--- src/rtl/muldiv_unit_if.sv ---
// muldiv_unit_if: request/response bundle for the iterative RV32M multiply/divide unit.
//   master: start, flush, md_op, operand_a, operand_b out; busy, done, result in
//   slave : the mirror image, used by muldiv_unit
interface muldiv_unit_if #(
    parameter int unsigned XLEN = 32
);
    logic            start;
    logic            flush;
    logic [2:0]      md_op;
    logic [XLEN-1:0] operand_a;
    logic [XLEN-1:0] operand_b;
    logic            busy;
    logic            done;
    logic [XLEN-1:0] result;

    modport master (
        output start, flush, md_op, operand_a, operand_b,
        input  busy, done, result
    );

    modport slave (
        input  start, flush, md_op, operand_a, operand_b,
        output busy, done, result
    );
endinterface

--- src/rtl/muldiv_unit.sv ---
// muldiv_unit: iterative RV32M engine. Shift-add multiply / restoring divide over
// XLEN cycles, with divide-by-zero and signed overflow resolved in one cycle.
//   clk  : rising-edge clock
//   rst  : asynchronous active-high reset
//   bus  : muldiv_unit_if.slave (start/flush/md_op/operands in; busy/done/result out)
module muldiv_unit #(
    parameter int unsigned XLEN = 32
) (
    input  logic          clk,
    input  logic          rst,
    muldiv_unit_if.slave  bus
);
    localparam int unsigned CW = $clog2(XLEN) + 1;
    localparam int unsigned PW = 2 * XLEN;

    localparam logic [2:0] OP_MUL    = 3'd0;
    localparam logic [2:0] OP_MULH   = 3'd1;
    localparam logic [2:0] OP_MULHSU = 3'd2;
    localparam logic [2:0] OP_MULHU  = 3'd3;
    localparam logic [2:0] OP_DIV    = 3'd4;
    localparam logic [2:0] OP_DIVU   = 3'd5;
    localparam logic [2:0] OP_REM    = 3'd6;

    localparam logic [XLEN-1:0] MIN_NEG  = {1'b1, {(XLEN-1){1'b0}}};
    localparam logic [XLEN-1:0] ALL_ONES = {XLEN{1'b1}};

    typedef enum logic [1:0] {IDLE, RUN, DONE} state_t;

    state_t          state_q, state_n;
    logic [CW-1:0]   count_q, count_n;
    logic [2:0]      op_q, op_n;
    logic            neg_q, neg_n;
    logic [PW-1:0]   prod_q, prod_n;
    logic [PW-1:0]   mcand_q, mcand_n;
    logic [XLEN-1:0] mplier_q, mplier_n;
    logic [XLEN-1:0] rem_q, rem_n;
    logic [XLEN-1:0] quot_q, quot_n;
    logic [XLEN-1:0] divisor_q, divisor_n;
    logic            busy_q, busy_n;
    logic            done_q, done_n;
    logic [XLEN-1:0] result_q, result_n;

    // Operand decode at the request: signedness, signs and magnitudes
    logic            a_signed, b_signed, sign_a, sign_b;
    logic [XLEN-1:0] mag_a, mag_b;

    always_comb begin
        a_signed = (bus.md_op == OP_MULH) || (bus.md_op == OP_MULHSU) ||
                   (bus.md_op == OP_DIV)  || (bus.md_op == OP_REM);
        b_signed = (bus.md_op == OP_MULH) || (bus.md_op == OP_DIV) ||
                   (bus.md_op == OP_REM);
        sign_a   = a_signed && bus.operand_a[XLEN-1];
        sign_b   = b_signed && bus.operand_b[XLEN-1];
        mag_a    = sign_a ? (XLEN'(0) - bus.operand_a) : bus.operand_a;
        mag_b    = sign_b ? (XLEN'(0) - bus.operand_b) : bus.operand_b;
    end

    // One datapath iteration plus the sign-corrected selection used on the last one
    logic [PW-1:0]   prod_step, prod_fin;
    logic [XLEN:0]   shifted;
    logic [XLEN-1:0] rem_step, quot_step, rem_fin, quot_fin, sel;

    always_comb begin
        prod_step = mplier_q[0] ? (prod_q + mcand_q) : prod_q;
        shifted   = {rem_q, quot_q[XLEN-1]};
        if (shifted >= {1'b0, divisor_q}) begin
            rem_step  = XLEN'(shifted - {1'b0, divisor_q});
            quot_step = {quot_q[XLEN-2:0], 1'b1};
        end else begin
            rem_step  = shifted[XLEN-1:0];
            quot_step = {quot_q[XLEN-2:0], 1'b0};
        end
        prod_fin = neg_q ? (PW'(0) - prod_step) : prod_step;
        quot_fin = neg_q ? (XLEN'(0) - quot_step) : quot_step;
        rem_fin  = neg_q ? (XLEN'(0) - rem_step) : rem_step;
        case (op_q)
            OP_MUL:                      sel = prod_fin[XLEN-1:0];
            OP_MULH, OP_MULHSU, OP_MULHU: sel = prod_fin[PW-1:XLEN];
            OP_DIV, OP_DIVU:             sel = quot_fin;
            default:                     sel = rem_fin;
        endcase
    end

    // Next-state and register updates
    always_comb begin
        state_n   = state_q;
        count_n   = count_q;
        op_n      = op_q;
        neg_n     = neg_q;
        prod_n    = prod_q;
        mcand_n   = mcand_q;
        mplier_n  = mplier_q;
        rem_n     = rem_q;
        quot_n    = quot_q;
        divisor_n = divisor_q;
        result_n  = result_q;

        case (state_q)
            IDLE: begin
                if (bus.start && !bus.flush) begin
                    op_n      = bus.md_op;
                    // Remainder takes the dividend's sign; everything else the XOR
                    neg_n     = (bus.md_op[2] && bus.md_op[1]) ? sign_a : (sign_a ^ sign_b);
                    count_n   = '0;
                    prod_n    = '0;
                    mcand_n   = {{XLEN{1'b0}}, mag_a};
                    mplier_n  = mag_b;
                    rem_n     = '0;
                    quot_n    = mag_a;
                    divisor_n = mag_b;
                    if (bus.md_op[2] && (bus.operand_b == '0)) begin
                        result_n = bus.md_op[1] ? bus.operand_a : ALL_ONES;
                        state_n  = DONE;
                    end else if (bus.md_op[2] && !bus.md_op[0] &&
                                 (bus.operand_a == MIN_NEG) && (bus.operand_b == ALL_ONES)) begin
                        result_n = bus.md_op[1] ? '0 : MIN_NEG;
                        state_n  = DONE;
                    end else begin
                        state_n  = RUN;
                    end
                end
            end
            RUN: begin
                if (bus.flush) begin
                    state_n = IDLE;
                end else begin
                    prod_n   = prod_step;
                    mcand_n  = mcand_q << 1;
                    mplier_n = mplier_q >> 1;
                    rem_n    = rem_step;
                    quot_n   = quot_step;
                    count_n  = count_q + CW'(1);
                    if (count_q == CW'(XLEN - 1)) begin
                        result_n = sel;
                        state_n  = DONE;
                    end
                end
            end
            DONE:    state_n = IDLE;
            default: state_n = IDLE;
        endcase

        busy_n = (state_n != IDLE);
        done_n = (state_n == DONE);
    end

    // State and datapath registers
    always_ff @(posedge clk or posedge rst) begin
        if (rst) begin
            state_q   <= IDLE;
            count_q   <= '0;
            op_q      <= '0;
            neg_q     <= 1'b0;
            prod_q    <= '0;
            mcand_q   <= '0;
            mplier_q  <= '0;
            rem_q     <= '0;
            quot_q    <= '0;
            divisor_q <= '0;
            busy_q    <= 1'b0;
            done_q    <= 1'b0;
            result_q  <= '0;
        end else begin
            state_q   <= state_n;
            count_q   <= count_n;
            op_q      <= op_n;
            neg_q     <= neg_n;
            prod_q    <= prod_n;
            mcand_q   <= mcand_n;
            mplier_q  <= mplier_n;
            rem_q     <= rem_n;
            quot_q    <= quot_n;
            divisor_q <= divisor_n;
            busy_q    <= busy_n;
            done_q    <= done_n;
            result_q  <= result_n;
        end
    end

    assign bus.busy   = busy_q;
    assign bus.done   = done_q;
    assign bus.result = result_q;
endmodule

--- src/flat_wrapper.sv ---
// flat-port wrapper written by rule: the top's interface ports become plain ports
module muldiv_unit_flat 
#(
    parameter int unsigned XLEN = 32
)
  (clk, rst, bus_start, bus_flush, bus_md_op, bus_operand_a, bus_operand_b, bus_busy, bus_done, bus_result);
  muldiv_unit_if #(.XLEN(XLEN)) bus_i ();
  input  logic clk;
  input  logic rst;
  input wire logic [$bits(bus_i.start)-1:0] bus_start;
  input wire logic [$bits(bus_i.flush)-1:0] bus_flush;
  input wire logic [$bits(bus_i.md_op)-1:0] bus_md_op;
  input wire logic [$bits(bus_i.operand_a)-1:0] bus_operand_a;
  input wire logic [$bits(bus_i.operand_b)-1:0] bus_operand_b;
  output wire logic [$bits(bus_i.busy)-1:0] bus_busy;
  output wire logic [$bits(bus_i.done)-1:0] bus_done;
  output wire logic [$bits(bus_i.result)-1:0] bus_result;
  assign bus_i.start = bus_start;
  assign bus_i.flush = bus_flush;
  assign bus_i.md_op = bus_md_op;
  assign bus_i.operand_a = bus_operand_a;
  assign bus_i.operand_b = bus_operand_b;
  assign bus_busy = bus_i.busy;
  assign bus_done = bus_i.done;
  assign bus_result = bus_i.result;
  muldiv_unit #(.XLEN(XLEN)) u_core (.clk(clk), .rst(rst), .bus(bus_i));
endmodule
--- config.mk ---
export PLATFORM = sky130hd
export DESIGN_NAME = muldiv_unit_flat
export DESIGN_NICKNAME = d
export VERILOG_FILES = /design/src/rtl/muldiv_unit_if.sv /design/src/rtl/muldiv_unit.sv /design/src/flat_wrapper.sv
export SDC_FILE = /design/constraint.sdc
export NUM_CORES = 1
export LEC_CHECK = 0
export BUFFER_PORTS_ARGS = -buffer_cell sky130_fd_sc_hd__buf_2
export CAP_MARGIN = 40
export CELL_PAD_IN_SITES_DETAIL_PLACEMENT = 1
export CELL_PAD_IN_SITES_GLOBAL_PLACEMENT = 1
export CORE_ASPECT_RATIO = 2
export CORE_UTILIZATION = 43
export CTS_CLUSTER_SIZE = 16
export DETAILED_ROUTE_END_ITERATION = 12
export PLACE_DENSITY = 0.88
export SLEW_MARGIN = 15
export SYNTH_ARGS = -nofsm -noshare
export SYNTH_HDL_FRONTEND = slang
export SYNTH_SLANG_ARGS = --single-unit
--- constraint.sdc ---
create_clock -name clk -period 9.85 [get_ports clk]
set_input_delay 0.985 -clock clk [delete_from_list [all_inputs] [get_ports clk]]
set_output_delay 0.985 -clock clk [all_outputs]
set_load 0.05 [all_outputs]
After elaboration in Yosys (flattened, before gate mapping)

Index checks and enable logic that the tools add are counted.

Reductions and logical operators: 25
Add/sub/neg operators: 8
Bitwise gates (word level): 1
$lt $le $gt $ge: 1
Multiplexer cells: 42
Eq/ne operators: 18

Operators by type and width:

| cell                                                   | number |
|---|---|
| two-way mux 32 bit                                     | 18 |
| two-way mux 64 bit                                     | 6 |
| one-hot mux 32 bit (2 select lines)                    | 4 |
| one-hot mux 64 bit (2 select lines)                    | 2 |
| subtractor 1 x 32 -> 32 bit (first input constant)     | 4 |
| one-hot mux 32 bit (3 select lines)                    | 1 |
| adder 64 bit                                           | 1 |
| equality test 32 bit (second input constant)           | 2 |
| subtractor 1 x 64 -> 64 bit (first input constant)     | 1 |
| greater-or-equal comparator 33 x 32 -> 1 bit           | 1 |
| zero test 32 bit                                       | 1 |
| subtractor 32 bit                                      | 1 |
| equality test 3 bit (second input constant)            | 4 |
| two-way mux 6 bit                                      | 2 |
| one-hot mux 6 bit (2 select lines)                     | 1 |
| two-way mux 2 bit                                      | 5 |
| equality test 3 x 2 -> 1 bit (second input constant)   | 3 |
| logical AND 1 bit                                      | 8 |
| adder 6 x 1 -> 6 bit (second input constant)           | 1 |
| equality test 3 x 1 -> 1 bit (second input constant)   | 2 |
| equality test 6 x 5 -> 1 bit (second input constant)   | 1 |
| logical OR 1 bit                                       | 5 |
| AND reduction 5 bit                                    | 1 |
| inequality test 2 x 1 -> 1 bit (second input constant) | 2 |
| other kinds (15)                                       | 18 |

Bits of input ports: 71
Output and inout bits: 34
Flip-flop bits (word level): 302

Logic depth before layout (Yosys ltp)

Gate-level depths: netlist of run 1.

Word-level depth: 9
Gate-level depth with buffers: 23
Depth with buffers taken out: 18

Worst setup path after synthesis of run 1

Ideal clock, no wire load.

Kind: flip-flop to flip-flop
Start: register u_core.rem_q[3]
End: register u_core.result_q[28] (netlist: u_core.bus.result[28])
Path buffers: 5
Cell stages (with the launch flop): 22
Period minus slack after synthesis: 4.835 ns
Setup slack: 5.015 ns
Arrival: 4.757 ns
Path through: dfrtp_1 -> ha_1 -> buf_6 -> a21o_1 -> a31o_1 -> o21ai_2 -> a211oi_2 -> or3_1 -> buf_2 -> inv_1 -> clkbuf_1 -> buf_2 -> buf_1 -> mux2i_1 -> ha_1 -> o21ai_0 -> nor2_1 -> nand4_1 -> or3_1 -> a21oi_1 -> nor4_1 -> a21oi_1

Longest elaborated chain between the ends: 8
Elaborated cells on any way between the ends: 12
Those cells by class: add/sub: 3; order compare: 1; mux: 8

Ends and longest elaborated chain:

| element                                                                           | RTL line                             | text |
|---|---|---|
| start, declared                                                                   | muldiv_unit.sv:36                    | `logic [XLEN-1:0] rem_q, rem_n;` |
| start signal, assigned                                                            | muldiv_unit.sv:171                   | `rem_q <= rem_n;` |
| subtractor 32 bit or greater-or-equal comparator 33 x 32 -> 1 bit (tied branches) | muldiv_unit.sv:67, muldiv_unit.sv:66 |  |
| two-way mux 32 bit or two-way mux 1 bit (tied branches)                           | muldiv_unit.sv:66                    | `if (shifted >= {1'b0, divisor_q}) begin` |
| subtractor 1 x 32 -> 32 bit (on tied branches)                                    | muldiv_unit.sv:75, muldiv_unit.sv:74 |  |
| two-way mux 32 bit (on tied branches)                                             | muldiv_unit.sv:75, muldiv_unit.sv:74 |  |
| one-hot mux 32 bit (3 select lines) (*)                                           | muldiv_unit.sv:76                    | `case (op_q)` |
| two-way mux 32 bit (*)                                                            | muldiv_unit.sv:133                   | `if (count_q == CW'(XLEN - 1)) begin` |
| two-way mux 32 bit (*)                                                            | muldiv_unit.sv:124                   | `if (bus.flush) begin` |
| one-hot mux 32 bit (2 select lines) (*)                                           | muldiv_unit.sv:98                    | `case (state_q)` |
| end signal, assigned                                                              | muldiv_unit.sv:176                   | `result_q <= result_n;` |
| end, declared                                                                     | muldiv_unit.sv:41                    | `logic [XLEN-1:0] result_q, result_n;` |

Every way passes the cells marked *; elsewhere a longest branch is shown, timed or not. The select of a mux whose other input is x is not followed.
A chain may end at the register's enable or synchronous reset.

Worst setup path after layout of run 1

Same ends and word-level chain as after synthesis.

==> results.txt, run 1 <==
----------------------------------------------------
[Outcome]
  Outcome ... finished clean

[Power]
  LEAKAGE ... 11.9 nW
  Combinational group share of total power ... 0.629
  Power density over the cells ... 315 nW/µm²
  Switching fraction of total power ... 0.543
  Switching power ... 4.90 mW
  Largest voltage drop on the vdd net ... 0.220 mV
  Total internal power ... 4.12 mW
  Sequential Power Share ... 0.212
  Clock power share ... 0.160

[Worst setup path]
  Worst-case register-to-register setup slack ... 3.63 ns
  CP required ... 10.35 ns
  Critical-path cell with the highest stage delay ... or3_2
  End of the worst register-to-register path ... u_core.bus.result[28]
  Delay-heaviest family, CP ... simple AND/OR/NAND/NOR gates
  Peak fanout along the critical path ... 26
  Critical Path Source Type ... flop
  Kind of critical path ... reg2reg
  Critical R2R Launch ... u_core.rem_q[3]
  Worst Path Arrival ... 6.72 ns
  Sort of element at the end of the critical path ... flop
  Delay of the slowest cell on the worst path ... 0.73 ns
  Crit-path cells ... ha_1 > a21o_1 > a31o_1 > o21ai_2 > a211oi_2 > or3_2 > inv_1 > buf_4 > mux2i_1 > ha_1 > o21ai_0 > nor2_1 > nand4_1 > or3_1 > a21oi_1 > nor4_1 > a21oi_1
  Total buffers and inverters traversed by the critical path ... 2
  Number of cells traversed by the worst register-to-register path ... 17

[Clock tree]
  H-Tree Depth ... 2
  Clock root buffer master ... clkbuf_16
  Total of hold buffers inserted after clock tree synthesis ... 0
  TritonCTS clock tree ... built
  Maximum clock path buffer count ... 3
  Clock-pin slew on the worst setup and hold paths ... 0.07 ns
  Clock network latency to the later pin of the worst-skew pair ... 0.58 ns
  Total of cells resized after clock tree synthesis ... 0
  Number of buffers inserted during clock tree synthesis ... 34
  Clock tree sinks ... 302
  Post-CTS setup buffers ... 0

[Cells and area]
  Layout cell share with drive strength beyond 1 ... 0.102
  Most common cell after layout, fill and taps aside ... nand2_1
  Number of filler instances in the final layout ... 7383
  Non-filler cells in the finished layout ... 4215
  Area Overhead vs Synth ... 10.2%
  Final design area excluding fillers ... 28700 µm²
  Leading cell types in the layout, fill and taps excluded ... 461 x nand2_1, 339 x o21ai_0, 322 x nor2_1
  Final Net Count ... 3582

[Placed design]
  Number of port buffers ... 104
  Routability congestion estimate ... 1.09
  HPWL after DPL ... 97300 µm
  Placed insts ... 4109
  Placed standard-cell area ... 27100 µm²

[Die]
  Die boundary width ... 176 µm
  Overall die area ... 61500 µm²
  Area of the core ... 59900 µm²
  Number of top-level pins ... 105
  Die Y-Extent ... 350 µm
  Starting Density ... 0.434
  Number of cell rows ... 127

[Synth]
  Instance count of the mapped netlist ... 3396
  Share of synthesized area occupied by flip-flops and latches ... 0.291
  Post-synth design cell area ... 26000 µm²
  Average size of a mapped cell ... 7.65 µm²
  Leading register cell type out of synthesis ... dfrtp_1
  Share of flip-flops with an asynchronous set or reset after synthesis ... 1.00
  Synth unique cells ... 108
  Number of synthesized flops with an enable pin ... 0
  Number of nets produced by synthesis ... 3571
  Count of state elements after synthesis ... 302
  Count of warnings emitted by yosys ... 0

[Timing]
  Post-route fraction of the period consumed by the critical path ... 0.631
  Setup Total Neg Slack ... 0 ns
  Min Hold Slack ... 0.419 ns
  Remaining max-slew budget at the tightest pin ... 0.369
  Total count of max-transition violations in the final report ... 0
  Setup repair after global routing missed its margin ... no
  Hold violation total from the final report ... 0
  Final Critical Period ... 6.22 ns
  Setup-failing EPs final ... 0
  Setup skew after layout ... 0.0220 ns
  Fmax ... 161 MHz
  Transition time at the pin with the least slew margin ... 0.947 ns

[GRT]
  Wire length of the first global-routing pass ... 193000 µm
  Number of antenna violations at the first check in global routing ... 12
  Total congestion overflow ... 0
  Number of global-route vias before repair ... 30000
  Pin count of the biggest net entering global routing ... 125
  Global-route usage over all layers ... 0.428

[Routing]
  Antenna Violating Nets Remaining ... 0
  Overall via count from detail_route ... 29000
  Remaining design rule violation count ... 0
  WL final ... 130000 µm
  Number of optimization iterations in the first detailed-route pass ... 6
  Routed vias/inst ... 6.87
  Detailed router's first-iteration violation count ... 2338
  Average routed wire per standard cell ... 30.9 µm

[Min path]
  Classification of the worst-slack hold path ... in2async

[Job]
  Max-capacitance violation count ... 0

----------------------------------------------------
flip-flops by register name, summed over array words and instances, names as in the netlist:
register and count:
u_core.neg_q 1, u_core.rem_q 32, u_core.bus.done 1, u_core.bus.result 32, u_core.prod_q 64, u_core.op_q 3
u_core.count_q 6, u_core.state_q 2, u_core.quot_q 32, u_core.mplier_q 32, u_core.mcand_q 64, u_core.divisor_q 32
u_core.bus.busy 1
per-stage QoR:
stage | setup slack (ns) | power, mW | utilization
6_report | 3.63 | 9.02 | 0.478
5_1_grt | 3.42 | 9.42 | 0.478
4_1_cts | 3.80 | 8.65 | 0.472
3_5_place_dp | 3.61 | 7.16 | 0.453
3_3_place_gp | 3.33 | 7.03 | 0.450
2_1_floorplan | 0.519 | 5.37 | -
worst reg2reg max path, cell delays in order, from the launching register on:
cell	delay, ns
dfrtp_1	0.41
ha_1	0.41
a21o_1	0.23
a31o_1	0.25
o21ai_2	0.40
a211oi_2	0.21
or3_2	0.73
inv_1	0.45
buf_4	0.39
mux2i_1	0.34
ha_1	0.31
o21ai_0	0.23
nor2_1	0.55
nand4_1	0.34
or3_1	0.44
a21oi_1	0.17
nor4_1	0.09
a21oi_1	0.18
worst max path at each step:
stage / slack [ns] / to / cells past startpoint / startpoint
floorplan: 0.52 / u_core.bus.busy / 1 / rst
detailed placement: 3.61 / u_core.bus.result[29] / 15 / bus_operand_a[1]
global route: 3.42 / u_core.bus.result[28] / 17 / u_core.rem_q[3]
global placement: 3.33 / u_core.bus.result[17] / 17 / bus_operand_a[1]
CTS: 3.80 / u_core.bus.result[28] / 17 / u_core.rem_q[3]
finish: 3.63 / u_core.bus.result[28] / 17 / u_core.rem_q[3]
kinds of logic (layout without fill, tap and decap cells):
kind of cell | count (synthesis) | in the layout | share of synthesized area
AOI/OAI and AO/OA | 1173 | 1173 | 0.291
other | 0 | 9 | 0
xor gates and xnor gates | 195 | 195 | 0.0657
and+or+nand+nor | 1241 | 1241 | 0.225
muxes | 79 | 79 | 0.0310
buffers and inverters | 302 | 338 | 0.0460
adders and majority gates | 104 | 104 | 0.0506
DFF | 302 | 302 | 0.291
power groups by stage:
stage	clock network (mW)	registers (mW)	logic [mW]
2_1_floorplan	0	1.73	3.65
3_3_place_gp	0	1.88	5.15
3_5_place_dp	0	1.90	5.26
4_1_cts	1.45	1.88	5.32
5_1_grt	1.49	1.93	6.00
6_report	1.44	1.91	5.67
per-layer routing:
layer / vias to the layer above / global-route usage / share of wire
met3: 805 / 0.121 / 0.070
li1: 12500 / - / -
met5: - / 0 / 0.00043
met1: 14200 / 0.386 / 0.31
met2: 1407 / 0.724 / 0.48
met4: 8 / 0.484 / 0.14
synth_stat cells, drive strengths merged (9+ instances only):
master    n  area [µm²]
o22ai    16         100
and4     15         131
a211oi   36         300
nor4     37         259
xor2     87         762
nand3b    9        67.6
nor2    324        1220
nand2b   24         150
xnor2   108         946
clkbuf  166         628
o211ai   24         180
mux2     13         146
a21o     32         240
a221oi   21         196
nand4    59         382
nor2b    19         119
buf      52         251
or3      25         161
a31o      9        78.8
inv      84         315
nand2   461        1730
o221ai   18         164
o311ai   11         104
or4      17         128
o21ai   366        1840
nand3    79         395
a31oi    36         225
dfrtp   302        7560
nor3     73         385
a21oi   289        1460
or2      18         113
and2     25         156
a211o    15         131
o41ai    20         183
nor3b     9        67.6
ha      102        1280
a22o     40         350
o21a     40         300
o21bai   11        82.6
mux2i    66         661
o31ai    91         688
and3     24         150
layout make-up:
cell class	count	area (µm²)	area share
clock buffer	45	976	0.0341
timing repair buffer	193	1280	0.0449
clock inverter	16	214	0.00747
multi-input combinational	2792	17300	0.604
tap	774	968	0.0338
sequential	302	7560	0.264
antenna	9	22.5	0.000786
inverter	84	323	0.0113
Note: power is estimated with default switching activity, not from simulation.
==> run 2: changes to the inputs <==
- clock period: 9.85 -> 5 ns (I/O delays scaled with it)
==> results.txt, run 2 (synthesis gave the netlist of run 1 again) <==
----------------------------------------------------
[Outcome]
  Outcome ... finished clean

[Clock tree]
  Number of buffers inserted during clock tree synthesis ... 35
  Clock network latency to the later pin of the worst-skew pair ... 0.63 ns
  H-Tree Depth ... 2
  Maximum clock path buffer count ... 3
  TritonCTS clock tree ... built
  Clock root buffer master ... clkbuf_16
  Clock tree sinks ... 302
  Clock-pin slew on the worst setup and hold paths ... 0.07 ns
  Total of hold buffers inserted after clock tree synthesis ... 0

[Timing]
  Transition time at the pin with the least slew margin ... 1.10 ns
  Min Hold Slack ... 0.0423 ns
  Hold violation total from the final report ... 0
  Setup-failing EPs final ... 0
  Setup repair after global routing missed its margin ... yes
  Setup skew after layout ... 0.0341 ns
  Total count of max-transition violations in the final report ... 0
  Setup Total Neg Slack ... 0 ns
  Fmax ... 201 MHz
  Post-route fraction of the period consumed by the critical path ... 0.993
  Final Critical Period ... 4.96 ns
  Remaining max-slew budget at the tightest pin ... 0.264

[Worst setup path]
  Critical R2R Launch ... u_core.divisor_q[10]
  End of the worst register-to-register path ... u_core.bus.result[14]
  Sort of element at the end of the critical path ... flop
  Worst-case register-to-register setup slack ... 0.04 ns
  Number of cells traversed by the worst register-to-register path ... 18
  Crit path capture ... u_core.bus.result[14]
  CP startpoint ... u_core.divisor_q[10]
  Critical Path Source Type ... flop
  Worst Path Arrival ... 5.42 ns
  Kind of critical path ... reg2reg
  Peak fanout along the critical path ... 10
  CP required ... 5.46 ns

[Cells and area]
  Most common cell after layout, fill and taps aside ... nand2_1
  Final standard cell utilization of the core ... 0.505
  Layout cell share with drive strength beyond 1 ... 0.156
  Area Overhead vs Synth ... 16.4%
  Final Net Count ... 3761
  Regs by FF count ... u_core.mcand_q: 64 flops, u_core.prod_q: 64 flops
  Multi-input gate area in the final layout ... 17500 µm²
  Non-filler cells in the finished layout ... 4392
  Flip-flop and latch area ... 7560 µm²
  Number of filler instances in the final layout ... 7415
  Leading cell types in the layout, fill and taps excluded ... 461 x nand2_1, 329 x o21ai_0, 321 x nor2_1

[Power]
  Sequential Power Share ... 0.197
  Largest voltage drop on the vdd net ... 0.355 mV
  Switching power ... 10.1 mW
  Power density over the cells ... 629 nW/µm²
  Switching fraction of total power ... 0.529
  Total internal power ... 8.96 mW
  Total chip power ... 19.0 mW
  Clock power share ... 0.154
  LEAKAGE ... 12.8 nW
  Combinational group share of total power ... 0.649

[Placed design]
  Routability congestion estimate ... 1.08
  Placed insts ... 4301
  HPWL after DPL ... 102000 µm
  Number of port buffers ... 104

[Routing]
  Routed vias/inst ... 6.85
  Overall via count from detail_route ... 30100
  Remaining design rule violation count ... 0
  Detailed router's first-iteration violation count ... 2228
  Average routed wire per standard cell ... 31.2 µm
  Antenna Violating Nets Remaining ... 0
  WL final ... 137000 µm
  Number of optimization iterations in the first detailed-route pass ... 5

[GRT]
  Total congestion overflow ... 0
  Pin count of the biggest net entering global routing ... 183
  Wire length of the first global-routing pass ... 202000 µm
  Number of antenna violations at the first check in global routing ... 9
  Number of global-route vias before repair ... 31200
  Global-route usage over all layers ... 0.448

[Min path]
  Classification of the worst-slack hold path ... in2async

[Die]
  Die Y-Extent ... 350 µm
  Number of cell rows ... 127
  Number of top-level pins ... 105
  Overall die area ... 61500 µm²
  Area of the core ... 59900 µm²
  Die boundary width ... 176 µm
  Starting Density ... 0.434

[Job]
  Max-capacitance violation count ... 0

----------------------------------------------------
-- run 2: changes by cell type in the layout (fill, tap and decap cells not counted), sizes merged --
cell      previous run  this run
clkinvlp             2         4
buf                183       369
clkinv               9        11
clkbuf              55        48
diode                9         5
inv                 84        82
-- run 2: what timing repair did --
| item | in CTS | in global routing |
|---|---|---|
| buffers inserted | 0 | 2 |
| resized for setup | 1 | 54 |
| setup endpoints to repair | 3 | 29 |
| pin swaps | 0 | 6 |
-- run 2: area by class of cell --
class / count / share of cell area
antenna: 5 / 0.000413
timing repair buffer: 371 / 0.0866
clock inverter: 18 / 0.00794
tap: 774 / 0.0320
clock buffer: 46 / 0.0323
multi-input combinational: 2792 / 0.580
inverter: 84 / 0.0108
sequential: 302 / 0.250
-- run 2: how the worst min path moves through the flow --
stage	startpoint	to
5_1_grt	rst	u_core.mcand_q[32]
3_5_place_dp	u_core.divisor_q[4]	u_core.divisor_q[4]
6_report	rst	u_core.mcand_q[32]
4_1_cts	rst	u_core.mcand_q[32]
3_3_place_gp	u_core.mplier_q[31]	u_core.mplier_q[31]
2_1_floorplan	u_core.divisor_q[31]	u_core.divisor_q[31]
-- run 2: worst max-delay path, stage by stage (launching register included) --
cell        delay, ns
dfrtp_1          0.40
clkinvlp_4       0.25
ha_1             0.40
buf_4            0.19
nand2_1          0.09
nor2_2           0.08
a31oi_1          0.18
o311ai_2         0.19
or3_2            0.58
clkinvlp_4       0.24
mux2i_1          0.30
ha_1             0.29
o21ai_0          0.22
o21ai_0          0.26
xor2_1           0.12
a222oi_1         0.42
nor2_1           0.07
a211oi_1         0.32
o21ai_0          0.18
-- run 2: power groups by stage --
stage	Combinational [mW]	Clock [mW]	Sequential (mW)
2_1_floorplan	7.18	0	3.40
3_3_place_gp	11.1	0	3.67
3_5_place_dp	11.4	0	3.71
4_1_cts	11.5	2.91	3.68
5_1_grt	13.1	3.01	3.77
6_report	12.4	2.93	3.75
-- run 2: layer usage --
metal  vias up  GRT usage  share of wire
met1     14900      0.390           0.30
met2      1483      0.757           0.48
met3       905      0.147          0.076
li1      12800          -              -
met4         4      0.511           0.14
met5         -          0        0.00016
-- run 2: stage by stage --
stage | cell area, µm² | setup WS, ns
5_1_grt | 30200 | -0.181
3_3_place_gp | 28500 | 0.0719
6_report | 30300 | 0.0370
3_5_place_dp | 28600 | -0.00828
2_1_floorplan | 26000 | 0.165
4_1_cts | 29800 | 0.00506
